==> src/rtl/arb_pkg.sv <==
// Shared types and sizing for the round-robin mux/demux arbiter.
package arb_pkg;

    localparam int unsigned NUM_REQ = 8;
    localparam int unsigned SEL_W   = 3;

    typedef enum logic [0:0] {
        IDLE,
        GRANT
    } arb_state_t;

    typedef logic [SEL_W-1:0] sel_t;

endpackage

==> src/rtl/rr_pick.sv <==
// Combinational round-robin pick: first set request bit after ptr, wrapping modulo NUM_REQ.
module rr_pick
    import arb_pkg::*;
(
    input  logic [NUM_REQ-1:0] req,
    input  sel_t               ptr,
    output logic               any,
    output sel_t               win
);

    sel_t               start;
    sel_t               off;
    logic [NUM_REQ-1:0] rot;

    always_comb begin
        start = ptr + 3'd1;
        // Rotate so the bit just after ptr lands at position 0.
        rot   = NUM_REQ'({req, req} >> start);
        off   = '0;
        for (int i = NUM_REQ - 1; i >= 0; i--) begin
            if (rot[i]) off = sel_t'(i);
        end
        any = |req;
        win = off + start;
    end

endmodule

==> src/rtl/rr_mux_arbiter.sv <==
// Round-robin owner arbiter for a shared 8:1 mux/demux channel.
// Define ARB_TIMEOUT_EN to bound each grant to TIMEOUT_CYCLES cycles with a preempt pulse.
module rr_mux_arbiter
    import arb_pkg::*;
#(
    parameter int unsigned TIMEOUT_CYCLES = 16
) (
    input  logic               clk,
    input  logic               rst_n,
    input  logic [NUM_REQ-1:0] req,
    output logic [NUM_REQ-1:0] gnt,
    output logic               gnt_vld,
    output logic [SEL_W-1:0]   sel,
    output logic               preempt
);

    if (TIMEOUT_CYCLES < 2 || TIMEOUT_CYCLES > 255) begin : g_bad_timeout
        $error("TIMEOUT_CYCLES must be in 2..255");
    end

    arb_state_t state;
    sel_t       ptr;
    logic       pick_any;
    sel_t       pick_win;

    rr_pick u_pick (
        .req (req),
        .ptr (ptr),
        .any (pick_any),
        .win (pick_win)
    );

`ifdef ARB_TIMEOUT_EN
    localparam logic [7:0] TimeoutLast = 8'(TIMEOUT_CYCLES - 1);

    logic [7:0] cnt;

    always_ff @(posedge clk or negedge rst_n) begin
        if (!rst_n) begin
            state   <= IDLE;
            gnt     <= '0;
            gnt_vld <= 1'b0;
            sel     <= '0;
            ptr     <= 3'd7;
            cnt     <= '0;
            preempt <= 1'b0;
        end else begin
            preempt <= 1'b0;
            unique case (state)
                IDLE: begin
                    if (pick_any) begin
                        state   <= GRANT;
                        gnt     <= 8'd1 << pick_win;
                        gnt_vld <= 1'b1;
                        sel     <= pick_win;
                        ptr     <= pick_win;
                        cnt     <= '0;
                    end
                end
                GRANT: begin
                    if (!req[sel]) begin
                        state   <= IDLE;
                        gnt     <= '0;
                        gnt_vld <= 1'b0;
                    end else if (cnt == TimeoutLast) begin
                        // ptr already names this owner, so it loses the next arbitration.
                        state   <= IDLE;
                        gnt     <= '0;
                        gnt_vld <= 1'b0;
                        preempt <= 1'b1;
                    end else if (cnt != 8'hFF) begin
                        cnt <= cnt + 8'd1;
                    end
                end
                default: state <= IDLE;
            endcase
        end
    end
`else
    assign preempt = 1'b0;

    always_ff @(posedge clk or negedge rst_n) begin
        if (!rst_n) begin
            state   <= IDLE;
            gnt     <= '0;
            gnt_vld <= 1'b0;
            sel     <= '0;
            ptr     <= 3'd7;
        end else begin
            unique case (state)
                IDLE: begin
                    if (pick_any) begin
                        state   <= GRANT;
                        gnt     <= 8'd1 << pick_win;
                        gnt_vld <= 1'b1;
                        sel     <= pick_win;
                        ptr     <= pick_win;
                    end
                end
                GRANT: begin
                    if (!req[sel]) begin
                        state   <= IDLE;
                        gnt     <= '0;
                        gnt_vld <= 1'b0;
                    end
                end
                default: state <= IDLE;
            endcase
        end
    end
`endif

endmodule

==> config.mk <==
export PLATFORM = sky130hd
export DESIGN_NAME = rr_mux_arbiter
export DESIGN_NICKNAME = d
export VERILOG_FILES = /design/src/rtl/arb_pkg.sv /design/src/rtl/rr_pick.sv /design/src/rtl/rr_mux_arbiter.sv
export SDC_FILE = /design/constraint.sdc
export NUM_CORES = 1
export LEC_CHECK = 0
export ABC_AREA = 1
export CAP_MARGIN = 20
export CORE_MARGIN = 5
export CORE_UTILIZATION = 54
export CTS_BUF_LIST = sky130_fd_sc_hd__clkbuf_4
export CTS_CLUSTER_DIAMETER = 30
export CTS_CLUSTER_SIZE = 10
export DETAILED_ROUTE_END_ITERATION = 8
export MAX_ROUTING_LAYER = met4
export PLACE_DENSITY_LB_ADDON = 0.08
export SLEW_MARGIN = 10
export SYNTH_ARGS = -nofsm -noshare
export SYNTH_HDL_FRONTEND = slang
export SYNTH_HIERARCHICAL = 1
export SYNTH_SLANG_ARGS = --single-unit
==> constraint.sdc <==
create_clock -name clk -period 3.9 [get_ports clk]
set_input_delay 0.78 -clock clk [delete_from_list [all_inputs] [get_ports clk]]
set_output_delay 0.78 -clock clk [all_outputs]
set_load 0.005 [all_outputs]
==> Word level (Yosys, flattened, before mapping) <==
Cells that the tools add are included.
{ "op_classes": {"mux": 19, "order_cmp": 1, "shifts": 2, "bitwise": 1, "add_sub_neg": 2, "n_reduce_logical": 3, "mul": 0, "n_eq_ne": 2, "div_mod_pow": 0} }
{ "ops": {"columns": ["operator", "n"], "rows": [
  ["3-bit two-way mux", 8],
  ["8-bit two-way mux", 2],
  ["8-bit case mux with 2 select lines", 1],
  ["16-bit by 3-bit right shift with 8-bit output", 1],
  ["8-bit OR reduction", 1],
  ["1-bit by 3-bit << shifter with 8-bit output, first input constant", 1],
  ["1-bit two-way mux", 5],
  ["3-bit by 4-bit less-than comparator with 1-bit output, second input constant", 1],
  ["2-bit inequality test, second input constant", 2],
  ["1-bit case mux with 2 select lines", 2],
  ["2-bit AND reduction", 2],
  ["3-bit by 1-bit adder with 3-bit output, second input constant", 1],
  ["3-bit adder", 1],
  ["1-bit binary-select mux with 3-bit select", 1],
  ["1-bit inverter", 1]
]} }
{ "word_totals": {"wordCells": 35, "mem_bits_ro": 0, "register_bits": 16, "output_inout_bits": 13, "n_memories": 0, "ram_bits": 0, "latchBits": 0, "inputBits": 10} }

==> Logic depth before layout (Yosys ltp) <==
{ "depth": {"ltp_word": 14, "depth_mapped": 24, "ltp_nobuf": 24} }

==> Cells and area by module <==
Netlist, hierarchy kept.
{ "modules_own_cells": {"columns": ["mod", "area_each_um2", "seq_area_each_um2", "cells_each", "n_inst"], "rows": [
  ["rr_mux_arbiter", 764.5, 404.1, 96, 1],
  ["rr_pick", 541.8, 0.0, 101, 1]
]} }

==> Worst setup path before layout <==
OpenSTA, ideal clock, no wires.
{ "synth_path": {"path_kind": "register -> register", "startpoint": "register ptr[0]", "endpoint": "register gnt[0]", "slack_ns": 0.990, "n_path_buf": 1, "required_time_ns": 3.835, "path_stages_with_launch": 24, "arrival_time_ns": 2.845, "period_less_slack_ns": 2.910, "setup_ns": 0.065, "cell_sequence": "dfstp_2 ha_1 buf_6 inv_4 nand3_1 nand2_1 nand2_1 nand2_1 nand2_1 nand2_1 nand2_1 nand2_1 nand2_1 a21oi_2 ha_1 inv_1 fa_1 xor2_1 nand3b_1 nand2_1 inv_1 nor2_1 nand2_1 nand2_1"} }
{ "synth_between": {"elab_chain_cells": 14} }
{ "synth_lines": {"columns": ["item", "line_no", "rtl"], "rows": [
  ["start: declaration", "rr_mux_arbiter.sv:22", "sel_t ptr;"],
  ["start signal: assignment", "rr_mux_arbiter.sv:97", "ptr <= pick_win;"],
  ["3-bit by 1-bit adder with 3-bit output *", "rr_pick.sv:16", "start = ptr + 3'd1;"],
  ["16-bit by 3-bit right shift with 8-bit output", "rr_pick.sv:18", "rot = NUM_REQ'({req, req} >> start);"],
  ["3-bit two-way mux (8 in a row)", "rr_pick.sv:21", "if (rot[i]) off = sel_t'(i);"],
  ["3-bit adder *", "rr_pick.sv:24", "win = off + start;"],
  ["via pick_win[2]", "rr_mux_arbiter.sv:24", "sel_t pick_win;"],
  ["1-bit by 3-bit << shifter with 8-bit output *", "rr_mux_arbiter.sv:94", "gnt <= 8'd1 << pick_win;"],
  ["8-bit two-way mux *", "rr_mux_arbiter.sv:92", "if (pick_any) begin"],
  ["8-bit case mux with 2 select lines *", "rr_mux_arbiter.sv:90", "unique case (state)"],
  ["end signal: assignment", "rr_mux_arbiter.sv:94", null],
  ["end: declaration", "rr_mux_arbiter.sv:11", "output logic [NUM_REQ-1:0] gnt,"]
]} }
Mark *: on every way through the listed nets, which the timed path passes. The rest lies on a longest branch. The select of a mux whose other input is x is not followed.
A chain may end at the register's enable or synchronous reset.

==> Final worst setup path <==
{ "layout_path": {"startpoint": "register ptr[0]", "endpoint": "register gnt[3]"} }
The elaborated chain is that of the path after synthesis.

==> flow_metrics.py <==
metrics = {
    "layout": {
        "num-fill-cells": 203,
        "diodes": 0,
        "area_growth_pct": 18.8,
        "layout-drive-gt1-share_pct": 16.4,
        "nNetsFinal": 233,
        "final_cells": 247,
    },
    "yosys": {
        "ys_seq_area_share_pct": 30.9,
        "synth-edff-count": 0,
        "synthArstFlopShare_pct": 100,
        "netlist-cell-type-count": 27,
        "synthCells": 197,
        "avgSynthCellArea_um2": 6.63,
        "syn_area_um2": 1310,
        "synth-seq-cells": 16,
        "yosys_warnings": 6,
        "ys.flop_type": "dfrtp_1",
        "syn_nets": 210,
    },
    "global_route": {
        "grt_pass1_wl_um": 4800,
        "antenna_found_initial": 0,
        "grt_pass1_vias": 1175,
        "grt_max_degree": 17,
        "grtUsageTotal_pct": 18.1,
        "overflow": 0,
    },
    "routing": {
        "wl_per_cell_um": 11.6,
        "ant_nets": 0,
        "routed-via-count": 1250,
        "drt_pass1_iterations": 4,
        "drt-initial-drc-count": 98,
        "drc": 0,
        "via_per_inst": 5.06,
        "routed_wl_um": 2860,
    },
    "place": {
        "numPortBuffers": 21,
        "gp_congestion": 0.886,
        "hpwl_um": 2280,
        "placed_cells": 243,
    },
    "timing": {
        "final-max-slew-violation-count": 0,
        "tns_ns": 0,
        "hold_viol": 0,
        "period_share_pct": 87.8,
        "finalClockSkew_ns": 0.0122,
        "rsz0062_at_grt": "false",
        "fin_crit_ns": 3.43,
        "worst_pin_slew_ns": 0.685,
        "fmax_ghz": 0.292,
        "holdWs_ns": 0.468,
        "relSlewSlack_pct": 54.2,
        "setup_viol": 0,
    },
    "clock_network": {
        "clock_sinks": 16,
        "cts_htree_levels": 1,
        "clock_path_buffers": 2,
        "cts_setup_buffers": 0,
        "cts_hold_buffers": 0,
        "cts_root_buffer": "clkbuf_4",
        "numCtsBuffers": 3,
        "cts_tree": "done",
        "clk_pin_slew_ns": 0.09,
        "cts-resized-gates": 0,
        "worstSkewPairLatency_ns": 0.29,
    },
    "die": {
        "die_h_um": 59.2,
        "rows": 17,
        "die_area_um2": 3500,
        "die_w_um": 59.2,
        "pin_count": 23,
        "initial_core_util_pct": 57.9,
        "core_area_um2": 2250,
    },
    "worst_setup_path": {
        "crit_path_frequent_cell": "nand2_1",
        "crit_buf_inv": 3,
        "critPathCaptureType": "flop",
        "crit_slowest_cell": "dfstp_2",
        "crit_type": "flop to flop",
        "required_ns": 4.13,
        "critPathLaunchType": "flop",
        "cp_max_fo": 11,
        "critical_path_arrival_ns": 3.66,
        "max_stage_delay_ns": 0.70,
        "r2r_cells": 22,
        "cpLargestDelayFamily": "simple AND/OR/NAND/NOR gates",
        "path_depth": 22,
        "critical_path.cell_chain": "ha_1, inv_4, nand3_1, nand2_1, nand2_1, nand2_1, nand2_1, nand2_1, nand2_1, nand2_1, nand2_1, a21oi_2, ha_1, inv_1, fa_1, xor2_1, nand3b_1, nand2_1, inv_1, nor2_1, nand2_1, nand2_1",
    },
    "job": {
        "cap_violations": 0,
    },
    "worst_hold_path": {
        "hold_class": "flop to flop",
        "hold_depth": 2,
    },
    "status": {
        "status": "complete, no violations",
    },
}
-- path summary, 6_finish.rpt --
path	from	to	slack, ns
worst min register to register	ptr[1]$_DFFE_PN1P_	ptr[1]$_DFFE_PN1P_	0.47
min in group asynchronous	rst_n	gnt[0]$_DFFE_PN0P_	0.90
worst max register to register	ptr[0]$_DFFE_PN1P_	gnt[3]$_DFFE_PN0P_	0.47
worst min-delay path	ptr[1]$_DFFE_PN1P_	ptr[1]$_DFFE_PN1P_	0.47
max in group asynchronous	rst_n	sel[0]$_DFFE_PN0P_	2.55
worst max-delay path	ptr[0]$_DFFE_PN1P_	gnt[3]$_DFFE_PN0P_	0.47
-- logic make-up (layout without fill, tap and decap cells) --
| family | Yosys count | count (layout) | share of synthesized area (%) |
|---|---|---|---|
| DFF | 16 | 16 | 30.9 |
| other | 1 | 1 | 0.287 |
| xor gates and xnor gates | 1 | 1 | 0.671 |
| AOI/OAI and AO/OA | 7 | 7 | 3.64 |
| adders and majority gates | 3 | 3 | 3.45 |
| and+or+nand+nor | 142 | 142 | 51.1 |
| buffers and inverters | 27 | 49 | 9.96 |
-- synth_stat cells (all sizes together) (2+ instances only) --
library cell | n | share of area (%)
buf | 3 | 2.3
nor2 | 7 | 3.2
nand3 | 26 | 13
nand2 | 105 | 33
inv | 24 | 7.7
dfrtp | 13 | 25
o21ai | 3 | 1.1
ha | 2 | 1.9
dfstp | 3 | 6.0
nor4 | 2 | 0.96
a21oi | 2 | 1.3
-- routing by layer --
metal	routed length [um]	GRT usage [%]	up-vias
met2	1490	31.0	33
li1	-	-	651
met3	87	1.53	4
met5	0	-	-
met4	25	8.09	0
met1	1250	21.3	562
-- worst min-delay path, cell delays in order (launching register included) --
cell and delay, ns:
dfstp_2 0.37, nand2_1 0.06, nand2_1 0.04
-- per-stage QoR --
stage,setup slack [ns],instance area [um2],utilization (%)
after global placement,0.373,1520,67.5
final,0.475,1550,68.8
after CTS,0.476,1550,68.8
after global routing,0.135,1550,68.8
after floorplan,0.990,1310,-
after detailed placement,0.320,1520,67.5
-- placed cells by master, fill, tap and decap left out, types with 3 or more instances in the layout --
| cell | netlist | final |
|---|---|---|
| clkdlybuf4s50_1 | 0 | 21 |
| nand3_1 | 20 | 20 |
| nand2_2 | 12 | 12 |
| nand3_2 | 5 | 5 |
| nand2_1 | 92 | 92 |
| o21ai_0 | 3 | 3 |
| nor2_1 | 5 | 5 |
| dfrtp_1 | 13 | 13 |
| clkbuf_4 | 0 | 4 |
| dfstp_2 | 3 | 3 |
| inv_2 | 3 | 3 |
| inv_1 | 19 | 19 |
-- cell type report --
cell class,count,area [um2],area share [%]
Clock buffer,4,30.0,1.94
Inverter,24,100,6.45
Multi-Input combinational cell,154,772,49.8
Sequential cell,16,404,26.0
Tap cell,28,35.0,2.26
Timing Repair Buffer,21,210,13.5
-- registers in the layout, indices dropped and copies added, names as in the netlist --
signal,flops
state,1
gnt_vld,1
gnt,8
ptr,3
sel,3
Power is left out: the tool's default activity adds up to more than one toggle a clock period on the data nets, which glitch-free logic cannot reach.
==> RTL edit 1, RTL diff (same flow settings) <==
Change the package constant `SEL_W` from 3 to 5.
--- a/src/rtl/arb_pkg.sv
+++ b/src/rtl/arb_pkg.sv
@@ -2,7 +2,7 @@
 package arb_pkg;
 
     localparam int unsigned NUM_REQ = 8;
-    localparam int unsigned SEL_W   = 3;
+    localparam int unsigned SEL_W   = 5;
 
     typedef enum logic [0:0] {
         IDLE,
Ports: changed (resized sel); port bits go from 23 to 25. No check against the original RTL was run, so the function may have changed too.
==> RTL edit 1 against the original RTL <==
Fmax is 3.9% lower. Area after synthesis is 21% higher. Sequential cell count is 2 higher. Cell area is 18% higher. Routed wire length is 24% higher. Critical path depth is 4 lower. Setup slack worse by 0.14 ns. Critical path type is now primary input to register. Critical endpoint is now gnt[1].
Power is not shown: default switching activity piles up to over one toggle a cycle in this logic, so the estimate is an artifact.
==> RTL edit 1: results (changes against the original RTL) <==
| Metric | Value |
|---|---|
| Met2 track demand over resource | `31.66% (was 31.05%)` |
| Post-Synth Adder-Cell Area | `4.448% (was 3.448%)` |
| Outcome | `completed (unchanged)` |
| Final wirelength | `3.546 mm (was 2.855 mm)` |
| Final #Nets | `273 (was 233)` |
| Crit-path max cell delay | `0.50 ns (was 0.70 ns)` |
| Post-synthesis cell type count | `36 (was 27)` |
| Post-Synth XOR/XNOR Area | `4.448% (was 0.6705%)` |
| Reg2reg start | `ptr[1] (was ptr[0])` |
| Register area share after synthesis | `28.83% (was 30.94%)` |
| CP top delay family | `compound AO/OA/AOI/OAI gates (was simple AND/OR/NAND/NOR gates)` |
| First-pass GRT wire length | `6.382 mm (was 4.802 mm)` |
| Largest net degree at the start of global routing | `19 (was 17)` |
| Synth top cells by count | `101 x nand2_1, 20 x nand3_1, 17 x inv_1 (was 92 x nand2_1, 20 x nand3_1, 19 x inv_1)` |
| Syn nets | `249 (was 210)` |
| Fraction of layout instances using a drive strength above 1 | `14.01% (was 16.44%)` |
| Min-delay src | `gnt_vld (was ptr[1])` |
| DR vias | `1533 (was 1250)` |
| Critical-path top delay cell | `clkdlybuf4s50_1 (was dfstp_2)` |
| Synth Area in Compound Gates | `7.625% (was 3.640%)` |
| Gp weighted congestion | `0.8843 (was 0.8856)` |
| Total GRT Usage | `19.16% (was 18.09%)` |
| Dpl hpwl | `2.820 mm (was 2.283 mm)` |
| Setup Skew | `0.002019 ns (was 0.01215 ns)` |
| First-pass DRT Iterations | `5 (was 4)` |
| PortBufs | `23 (was 21)` |
| Critical Path AT | `3.75 ns (was 3.66 ns)` |
| Critical path origin | `req[6] (was ptr[0])` |
| Largest cells by area after synthesis | `nand2_1 24%, dfrtp_1 24%, nand3_1 6.4%, dfstp_2 5.0%, inv_1 4.1% (was nand2_1 26%, dfrtp_1 25%, nand3_1 7.7%, dfstp_2 6.0%, nand2_2 5.7%)` |
| Max_slew headroom | `48.61% (was 54.20%)` |
| Met1 GRT Util | `24.59% (was 21.29%)` |
RTL edit 1: stage by stage:
| stage | hold WS, ns | util, % | setup slack (ns) | instances | cell area [um2] |
|---|---|---|---|---|---|
| 2_1_floorplan | 0.4603 | - | 0.6596 | 234 | 1575 |
| 3_5_place_dp | 0.4617 | 64.96 | 0.06023 | 284 | 1807 |
| 5_1_grt | 0.5228 | 66.04 | 0.01565 | 288 | 1837 |
| 3_3_place_gp | 0.4530 | 64.96 | 0.07456 | 284 | 1807 |
| 4_1_cts | 0.4895 | 65.90 | 0.3558 | 288 | 1833 |
| 6_report | 0.4836 | 66.04 | 0.3376 | 288 | 1837 |
RTL edit 1: cell families (layout without fill, tap and decap cells):
kind of cell	count (synthesis)	in the layout
AND/OR/NAND/NOR	150	150
buffers and inverters	35	58
AO/OA/AOI/OAI	20	20
flip-flops	18	18
adder cells (fa/ha/maj)	5	5
XOR/XNOR	5	5
other	1	1
RTL edit 1: per-layer routing:
metal	part of all wire (%)	routed length, um
met3	3.1	109
met4	1.9	66
met5	0	0
met1	47	1663
met2	48	1706
RTL edit 1: tightest hold or removal path: stages (launching register included):
cell and delay, ns:
dfrtp_1 0.35, nand2_1 0.05, nand2_1 0.05
RTL edit 1: final timing paths:
check | endpoint | slack (ns) | cells after the start
max | gnt[1] | 0.34 | 18
min | gnt_vld | 0.48 | 2
max reg2reg | gnt[1] | 0.38 | 17
min reg2reg | gnt_vld | 0.48 | 2
max in group asynchronous | gnt[7] | 2.49 | 1
min in group asynchronous | gnt[0] | 0.93 | 1
RTL edit 1: area by class of cell:
| class | instances | area, um2 |
|---|---|---|
| clock buffer | 3 | 22.52 |
| clock inverter | 1 | 3.754 |
| fill | 264 | 944.7 |
| inverter | 29 | 112.6 |
| multi-input combinational | 181 | 959.7 |
| sequential | 18 | 454.2 |
| tap | 31 | 38.79 |
| timing repair buffer | 25 | 245.2 |
==> RTL edit 2, RTL diff (same settings) <==
Without the edit above. Build with the macro `ARB_TIMEOUT_EN` defined.
--- a/src/rtl/rr_mux_arbiter.sv
+++ b/src/rtl/rr_mux_arbiter.sv
@@ -1,5 +1,7 @@
 // Round-robin owner arbiter for a shared 8:1 mux/demux channel.
 // Define ARB_TIMEOUT_EN to bound each grant to TIMEOUT_CYCLES cycles with a preempt pulse.
+`define ARB_TIMEOUT_EN
+
 module rr_mux_arbiter
     import arb_pkg::*;
 #(
Formal check against the unedited RTL: same outputs for any inputs over 10 cycles, from zero or initial values and one cycle with rst_n low; that may be too few to reach the edited logic, so the function may still have changed.
==> RTL edit 2 against the original RTL <==
Area after synthesis up 48%. Fmax down 4.4%. Largest cell class unchanged. Utilization down 2.8 points. Final cell count up 43%. Setup slack worse by 0.16 ns. Routed wire length up 49%. Synthesized cell count up 43%. Non-clock buffer count up 3. Cell area up 44%. Sequential cell count up 9. Global-route usage up 1.4 points. First-iteration DRC count down 7.1%.
==> RTL edit 2: results (changes against the original RTL) <==
| Metric | Value |
|---|---|
| Outcome | `completed (unchanged)` |
| Post-synthesis instance total | `282 (was 197)` |
| Clock latency at the later pin of the worst-skew pair | `0.34 ns (was 0.29 ns)` |
| Minimum clock period | `3.585 ns (was 3.425 ns)` |
| Place WS | `0.1290 ns (was 0.3201 ns)` |
| Synth top cells by count | `100 x nand2_1, 46 x nand3_1, 22 x dfrtp_1, 22 x inv_1, 22 x nor2_1 (was 92 x nand2_1, 20 x nand3_1, 19 x inv_1)` |
| Dpl hpwl | `3.288 mm (was 2.283 mm)` |
| # fillers | `317 (was 203)` |
| DR WL met2 | `1.980 mm (was 1.491 mm)` |
| Vias in the first global route | `1761 (was 1175)` |
| Largest cells by area after synthesis | `dfrtp_1 28%, nand2_1 19%, nand3_1 12%, nand2_2 5.5%, inv_1 4.3% (was nand2_1 26%, dfrtp_1 25%, nand3_1 7.7%, dfstp_2 6.0%, nand2_2 5.7%)` |
| DR iter-0 viols | `91 (was 98)` |
| M3 GR Usage | `3.874% (was 1.525%)` |
| PortBufs | `22 (was 21)` |
| Met2 track demand over resource | `29.70% (was 31.05%)` |
| Post-synthesis cell type count | `35 (was 27)` |
| Final wirelength | `4.242 mm (was 2.855 mm)` |
| Gp weighted congestion | `0.8973 (was 0.8856)` |
| Met1 GRT Util | `25.99% (was 21.29%)` |
| R2r worst-path depth | `23 (was 22)` |
| Critical Path AT | `3.85 ns (was 3.66 ns)` |
| Final #Nets | `321 (was 233)` |
| Setup crit end | `gnt[0] (was gnt[3])` |
| Setup Skew | `0.02396 ns (was 0.01215 ns)` |
| Met3 WL | `142 um (was 87 um)` |
| Worst-Margin Slew | `0.4812 ns (was 0.6849 ns)` |
| Register area share after synthesis | `32.54% (was 30.94%)` |
-- RTL edit 2: critical path: stages (launching register included) --
cell and delay (ns):
dfstp_4 0.74, ha_2 0.37, inv_4 0.14, nand3_1 0.09, nand2_1 0.08, nand2_1 0.08, nand2_1 0.07, nand2_1 0.05
nand2_1 0.05, nand2_1 0.04, nand2_1 0.05, nand2_1 0.05, a21oi_2 0.11, ha_1 0.15, inv_1 0.04, fa_1 0.37
xor2_1 0.18, nand3b_1 0.16, nand2_1 0.07, inv_1 0.04, or2_2 0.31, nor2_1 0.10, nand3_1 0.09, nand2_1 0.08
-- RTL edit 2: stage by stage --
stage	instance area, um2	total power [W]	hold slack, ns
floorplan	1934	0.001713	0.4451
global placement	2185	0.002012	0.4574
detailed placement	2185	0.002032	0.4609
CTS	2215	0.002160	0.4822
global route	2236	0.002406	0.5089
finish	2236	0.002155	0.4826
-- RTL edit 2: repair_timing --
item	CTS	global route
resized for setup	0	2
endpoints found under the hold margin	0	0
setup endpoints to repair	0	4
hold buffers	0	0
-- RTL edit 2: area by class of cell --
type | instances | share of cell area, %
Sequential cell | 25 | 28.32
Tap cell | 46 | 2.574
Clock buffer | 3 | 1.007
Timing Repair Buffer | 24 | 10.86
Inverter | 28 | 5.148
Multi-Input combinational cell | 225 | 51.76
Clock inverter | 1 | 0.3358
-- RTL edit 2: logic make-up after synthesis --
family,after synthesis,synth area share [%]
compound gates,13,4.270
buf+inv,32,7.762
xor+xnor,2,0.9057
fa+ha+maj,4,2.976
flops,25,32.54
simple gates,206,51.55
